<file path="src/rtl/ws2812_chain_driver.sv">
`default_nettype none
// ============================================================================
// Module      : ws2812_chain_driver
// Description : Drives CH_NUM parallel WS2812 LED strings from an internal
//               pixel RAM, with global brightness scaling, single-shot or
//               auto-repeat frames and a trailing latch (reset) code.
// Revision    : 1.0 - initial release
// ============================================================================
module ws2812_chain_driver #(
    parameter int CH_NUM      = 4,
    parameter int LED_NUM     = 4,
    parameter int CLK_HZ      = 100000000,
    parameter int T0H_NS      = 400,
    parameter int T1H_NS      = 800,
    parameter int BIT_NS      = 1250,
    parameter int RST_US      = 80,
    parameter int COLOR_ORDER = 0
) (
    input  logic                                          clk100,
    input  logic                                          reset_n,
    input  logic                                          ram_we,
    input  logic [((CH_NUM  > 1) ? $clog2(CH_NUM)  : 1)-1:0] ram_wrch,
    input  logic [((LED_NUM > 1) ? $clog2(LED_NUM) : 1)-1:0] ram_wraddress,
    input  logic [23:0]                                   ram_data,
    input  logic [7:0]                                    bright,
    input  logic                                          refresh_en,
    input  logic                                          update_request,
    output logic                                          update_done,
    output logic                                          busy,
    output logic [CH_NUM-1:0]                             DOUT,
    output logic                                          RST
);

    localparam int c_LED_W  = (LED_NUM > 1) ? $clog2(LED_NUM) : 1;
    localparam int c_MHZ    = CLK_HZ / 1000000;
    localparam int c_T0H    = c_MHZ * T0H_NS / 1000;
    localparam int c_T1H    = c_MHZ * T1H_NS / 1000;
    localparam int c_BIT    = c_MHZ * BIT_NS / 1000;
    localparam int c_RST    = c_MHZ * RST_US;
    localparam int c_CNT_W  = (c_BIT > 1) ? $clog2(c_BIT) : 1;
    localparam int c_RCNT_W = (c_RST > 1) ? $clog2(c_RST) : 1;

    localparam logic [1:0] c_IDLE       = 2'd0;
    localparam logic [1:0] c_START      = 2'd1;
    localparam logic [1:0] c_SHIFT      = 2'd2;
    localparam logic [1:0] c_RESET_CODE = 2'd3;

    // Brightness-scale one colour byte: (c*(bright+1))>>8
    function automatic logic [7:0] f_scale(input logic [7:0] col, input logic [7:0] br);
        logic [15:0] v_prod;
        v_prod = 16'(col) * (16'(br) + 16'd1);
        return 8'(v_prod >> 8);
    endfunction

    // Scale and reorder a stored {R,G,B} word into line order
    function automatic logic [23:0] f_format(input logic [23:0] rgb, input logic [7:0] br);
        logic [7:0] v_r, v_g, v_b;
        v_r = f_scale(rgb[23:16], br);
        v_g = f_scale(rgb[15:8], br);
        v_b = f_scale(rgb[7:0], br);
        return (COLOR_ORDER == 0) ? {v_g, v_r, v_b} : {v_r, v_g, v_b};
    endfunction

    logic [23:0]         r_ram  [CH_NUM][LED_NUM];
    logic [23:0]         r_word [CH_NUM];
    logic [1:0]          r_state;
    logic [1:0]          w_state_nxt;
    logic [c_CNT_W-1:0]  r_cnt;
    logic [4:0]          r_bit_idx;
    logic [c_LED_W-1:0]  r_led_idx;
    logic [c_RCNT_W-1:0] r_rst_cnt;
    logic                r_pending;
    logic                w_bit_end;
    logic                w_word_end;
    logic                w_last_led;
    logic                w_rst_end;
    logic [c_LED_W-1:0]  w_next_led;

    assign w_bit_end  = (r_cnt == c_CNT_W'(c_BIT - 1));
    assign w_word_end = w_bit_end && (r_bit_idx == 5'd23);
    assign w_last_led = (r_led_idx == c_LED_W'(LED_NUM - 1));
    assign w_rst_end  = (r_rst_cnt == c_RCNT_W'(c_RST - 1));
    assign w_next_led = w_last_led ? '0 : r_led_idx + c_LED_W'(1);

    // Pixel RAM: writable in every state, out-of-range targets dropped; not reset
    always_ff @(posedge clk100) begin
        if (ram_we && (32'(ram_wrch) < 32'(CH_NUM)) && (32'(ram_wraddress) < 32'(LED_NUM)))
            r_ram[ram_wrch][ram_wraddress] <= ram_data;
    end

    // State register
    always_ff @(posedge clk100 or negedge reset_n) begin
        if (!reset_n) r_state <= c_IDLE;
        else          r_state <= w_state_nxt;
    end

    // Next-state and status outputs
    always_comb begin
        w_state_nxt = r_state;
        busy        = (r_state != c_IDLE);
        RST         = (r_state == c_RESET_CODE);
        update_done = (r_state == c_RESET_CODE) && w_rst_end;
        case (r_state)
            c_IDLE:       if (update_request || refresh_en) w_state_nxt = c_START;
            c_START:      w_state_nxt = c_SHIFT;
            c_SHIFT:      if (w_word_end && w_last_led) w_state_nxt = c_RESET_CODE;
            c_RESET_CODE: if (w_rst_end)
                              w_state_nxt = (r_pending || update_request || refresh_en) ? c_START : c_IDLE;
            default:      w_state_nxt = c_IDLE;
        endcase
    end

    // Bit/word/LED timing counters and pending-request latch
    always_ff @(posedge clk100 or negedge reset_n) begin
        if (!reset_n) begin
            r_cnt     <= '0;
            r_bit_idx <= '0;
            r_led_idx <= '0;
            r_rst_cnt <= '0;
            r_pending <= 1'b0;
        end else begin
            case (r_state)
                c_START: begin
                    r_cnt     <= '0;
                    r_bit_idx <= '0;
                    r_led_idx <= '0;
                end
                c_SHIFT: begin
                    r_rst_cnt <= '0;
                    if (w_bit_end) begin
                        r_cnt <= '0;
                        if (r_bit_idx == 5'd23) begin
                            r_bit_idx <= '0;
                            r_led_idx <= w_next_led;
                        end else begin
                            r_bit_idx <= r_bit_idx + 5'd1;
                        end
                    end else begin
                        r_cnt <= r_cnt + c_CNT_W'(1);
                    end
                end
                c_RESET_CODE: r_rst_cnt <= r_rst_cnt + c_RCNT_W'(1);
                default: ;
            endcase
            if (w_state_nxt == c_START)                 r_pending <= 1'b0;
            else if (r_state != c_IDLE && update_request) r_pending <= 1'b1;
        end
    end

    // Per-channel shift words: LED 0 fetched in START, next LED fetched on the
    // last cycle of the current word so LEDs follow back-to-back
    always_ff @(posedge clk100 or negedge reset_n) begin
        if (!reset_n) begin
            for (int ch = 0; ch < CH_NUM; ch++) r_word[ch] <= '0;
        end else if (r_state == c_START) begin
            for (int ch = 0; ch < CH_NUM; ch++) r_word[ch] <= f_format(r_ram[ch][0], bright);
        end else if (r_state == c_SHIFT && w_bit_end) begin
            for (int ch = 0; ch < CH_NUM; ch++) begin
                if (w_word_end) r_word[ch] <= f_format(r_ram[ch][w_next_led], bright);
                else            r_word[ch] <= {r_word[ch][22:0], 1'b0};
            end
        end
    end

    for (genvar g = 0; g < CH_NUM; g++) begin : g_dout
        assign DOUT[g] = (r_state == c_SHIFT) &&
                         (r_cnt < (r_word[g][23] ? c_CNT_W'(c_T1H) : c_CNT_W'(c_T0H)));
    end

endmodule
`default_nettype wire

</file>
<file path="config.mk">
export PLATFORM = sky130hd
export DESIGN_NAME = ws2812_chain_driver
export DESIGN_NICKNAME = d
export VERILOG_FILES = /design/src/rtl/ws2812_chain_driver.sv
export SDC_FILE = /design/constraint.sdc
export NUM_CORES = 2
export LEC_CHECK = 0
export CAP_MARGIN = 5
export CORE_MARGIN = 4
export CORE_UTILIZATION = 32
export DETAILED_ROUTE_END_ITERATION = 12
export GPL_TIMING_DRIVEN = 0
export PLACE_DENSITY = 0.42
export SLEW_MARGIN = 10
export SYNTH_ARGS = -nofsm -noshare
export SYNTH_HDL_FRONTEND = slang
export SYNTH_SLANG_ARGS = --single-unit
</file>
<file path="constraint.sdc">
create_clock -name clk100 -period 12 [get_ports clk100]
set_clock_uncertainty 0.15 [all_clocks]
set_input_delay 3.6 -clock clk100 [delete_from_list [all_inputs] [get_ports clk100]]
set_output_delay 3.6 -clock clk100 [all_outputs]
set_load 0.05 [all_outputs]
</file>
==> out/metrics.yaml <==
sta:
  rsz0062_at_grt: "false"
  fin_crit_sh_pct: 99.8
  tightest_slew_ns: 1.36
  setup_violations: 0
  relSlewSlack_pct: 8.95
  layout_min_cycle_time_ns: 11.98
  drv_slew: 0
  final.setup.worst_slack_ns: 0.0225
  fmax_mhz: 83.5
  hold_viol: 0
placed_design:
  dp_slack_ns: -2.86
  numPlacedInstances: 10500
  place_hpwl_um: 253000
  place_congestion: 0.962
  portBuffers: 47
clock_tree:
  cts_setup_buffers: 0
  clockBufferDepth: 3
  cts_tree: "yes"
  numCtsBuffers: 58
  clk_pin_slew_ns: 0.07
  cts_sinks: 510
  cts_root_buffer: "clkbuf_16"
  cts_max_level: 2
  clock_latency_ns: 0.72
setup_path:
  timing_worst_setup_path_type: "in2reg"
  crit_cells: 23
  crit_top_cell: "fa_1"
  cp_max_fo: 10
  cp_cell_sequence: "clkdlybuf4s50_1, ha_1, nand3_1, nor2_1, xor2_1, buf_2, clkbuf_2, and2_1, fa_1, fa_1, inv_1, fa_1, fa_1, inv_1, ha_1, nand2_1, nor3_1, a211oi_1, a21oi_1, a21oi_1, nor2_1, a211oi_1, a31oi_1"
  r2r_setup_slack_ns: 1.96
  cp-endpoint: "r_word[55]"
  end_kind: "flip-flop"
  crit_start: "bright[1]"
  cp-start-kind: "primary input"
  critPathMaxStageDelay_ns: 0.89
  crit_slowest_cell: "clkdlybuf4s50_1"
  rr_worst_depth: 23
  timing.rr.start: "r_led_idx[0]"
  r2r-end: "r_word[95]"
  path_buf_inv: 5
  cp_top_family: "adder cells"
  worst-endpoint-required_ns: 12.40
  worst_ep_arrival_time_ns: 12.38
grt:
  grt_pass1_wl_um: 438000
  antenna_found_initial: 56
  track_usage_pct: 27.2
  grt-ovfl-total: 0
  grt_pass1_vias: 57700
  grt_max_degree: 92
floorplan:
  ios: 48
  fp.dieW_um: 476
  rows: 171
  die_y_um: 476
  dieArea_sq_mm: 0.227
  start_util_pct: 32.3
  core_area_sq_mm: 0.218
drt:
  routedWlPerCell_um: 29.3
  drt_iter0_markers: 4975
  drtAntennaViolNets: 0
  drt_first_pass_iters: 6
  drc: 0
  vias: 56100
  avgViaCountPerCell: 5.25
  wl_um: 313000
synth:
  ys.flop_type: "edfxtp_1"
  ys_ff_latch: 510
  syn_area_sq_mm: 0.0702
  syn_nets: 9376
  ys_async_sr_fraction_pct: 24.7
  syn_area_per_cell_sq_um: 9.25
  yosysSeqAreaShare_pct: 20.9
  ys_types: 94
  yosysWarningCount: 0
  syn_inst: 7585
  synth_edf_count: 384
layout:
  fill_cells: 22400
  drive_above_1_share_pct: 4.77
  finalNetCount: 9543
  final_cell_mix: "inv_1 (1251), fa_1 (960), nand2_1 (930)"
  mostFrequentLayoutCell: "inv_1"
  synthToLayoutAreaGrowth_pct: 10.7
  stdcell_count: 10700
pwr:
  total_power_uw: 9770
  irDropWorstVdd_mv: 0.114
  powerDensity_mw_per_mm2: 126
  p_leak_uw: 0.0366
job:
  cap_viol_max_count: 0
min_path:
  min_path_type: "reg2reg"
outcome:
  status: "finished, final reports clean"
how the worst min path moves through the flow:
stage	slack, ns	to	startpoint	cells past startpoint
6_report	0.32	r_rst_cnt[5]	r_rst_cnt[5]	1
5_1_grt	0.35	r_rst_cnt[5]	r_rst_cnt[5]	1
4_1_cts	0.33	r_rst_cnt[5]	r_rst_cnt[5]	1
3_5_place_dp	0.32	r_rst_cnt[5]	r_rst_cnt[5]	1
3_3_place_gp	0.31	r_rst_cnt[5]	r_rst_cnt[5]	1
2_1_floorplan	0.29	r_rst_cnt[5]	r_rst_cnt[5]	1
layout make-up:
cell class	count	area, sq um	area share, %
Tap cell	2854	3570	4.60
Sequential cell	510	14700	18.9
Multi-Input combinational cell	5445	49600	63.9
Timing Repair Buffer	109	1560	2.01
Buffer	375	1540	1.98
Clock buffer	69	1490	1.92
Inverter	1253	4700	6.05
Antenna cell	20	50.0	0.0644
Clock inverter	41	459	0.591
state kept, by name, summed over array words and instances, names as in the netlist:
name	count
r_bit_idx	5
r_cnt	7
r_led_idx	2
r_pending	1
r_ram	384
r_rst_cnt	13
r_state	2
r_word	96
what timing repair did:
| item | 4_1_cts | 5_1_grt |
|---|---|---|
| setup endpoints to repair | 90 | 2 |
| gates resized for setup | 18 | 6 |
| pin swaps | 0 | 0 |
| hold buffers | 0 | 0 |
through the flow:
| step | utilization (%) | TNS (ns) | area [sq um] | hold slack [ns] |
|---|---|---|---|---|
| 6_report | 35.7 | 0 | 77700 | 0.321 |
| 5_1_grt | 35.7 | 0 | 77600 | 0.352 |
| 4_1_cts | 35.7 | -0.141 | 77600 | 0.329 |
| 3_5_place_dp | 34.8 | -126.35 | 75600 | 0.320 |
| 3_3_place_gp | 34.1 | -212.96 | 74200 | 0.307 |
| 2_1_floorplan | - | 0 | 70200 | 0.288 |
kinds of logic after synthesis:
group	synth area share, %
AOI/OAI and AO/OA	6.59
xor gates and xnor gates	3.26
adders and majority gates	41.5
buffers and inverters	8.82
DFF	20.9
muxes	1.47
and+or+nand+nor	17.5
synth_stat cells (7+ instances only):
cell type  instances  area (sq um)
a2111oi_0          7          61.3
a211o_1            8          70.1
a211oi_1          28           210
a21o_1            42           315
a21oi_1          166           831
a221oi_1          14           123
a22o_1            16           140
a31oi_1           21           131
and2_1           433          2710
and3_1            31           194
buf_1             97           364
buf_2             10          50.1
clkbuf_1         253           950
clkbuf_2           9          45.0
dfrtp_1          126          3150
edfxtp_1         384         11500
fa_1             960         19200
ha_1             790          9880
inv_1           1251          4700
mux2_2             8          90.1
mux2i_1           26           260
mux4_2            25           563
nand2_1          930          3490
nand2b_1         110           688
nand3_1          119           596
nand3b_1          12          90.1
nand4_1           17           106
nor2_1           779          2920
nor2b_1           72           450
nor3_1            39           195
nor4_1            16           100
o211ai_1          27           203
o21a_1            35           263
o21ai_0          154           771
o21ai_1           54           270
o21bai_1          13          97.6
o22ai_1           29           181
o31a_1             9          78.8
o31ai_1           28           210
or2_2             35           219
or3_1             18           113
xnor2_1          184          1610
xor2_1            77           674
per-layer routing:
layer	global-route usage, %	part of all wire [%]	vias up
met4	12.7	5.6	8
li1	-	-	24400
met1	36.1	42	29200
met2	43.6	45	2036
met3	4.21	6.9	452
met5	0	0.016	-
where the power goes:
| part | switching, uW | total (uW) | internal [uW] |
|---|---|---|---|
| registers | 16.1 | 1960 | 1940 |
| logic | 3860 | 5920 | 2050 |
| clock network | 859 | 1890 | 1030 |
| total | 4740 | 9770 | 5030 |
worst register-to-register path, stage by stage, from the launching register on:
cell	delay (ns)
dfrtp_1	0.44
ha_1	0.74
buf_6	0.31
buf_4	0.34
buf_2	0.46
clkbuf_1	0.56
clkbuf_1	0.65
clkbuf_1	0.73
o21a_1	0.42
nand2_1	0.21
fa_1	0.61
fa_1	0.50
inv_1	0.05
fa_1	0.53
fa_1	0.44
ha_1	0.32
nand2_1	0.06
or3_1	0.38
or3b_2	0.47
a21oi_1	0.68
a211oi_1	0.22
xnor2_1	0.28
a21oi_1	0.10
mux2_2	0.28
Power figures use the tool's default switching activity.
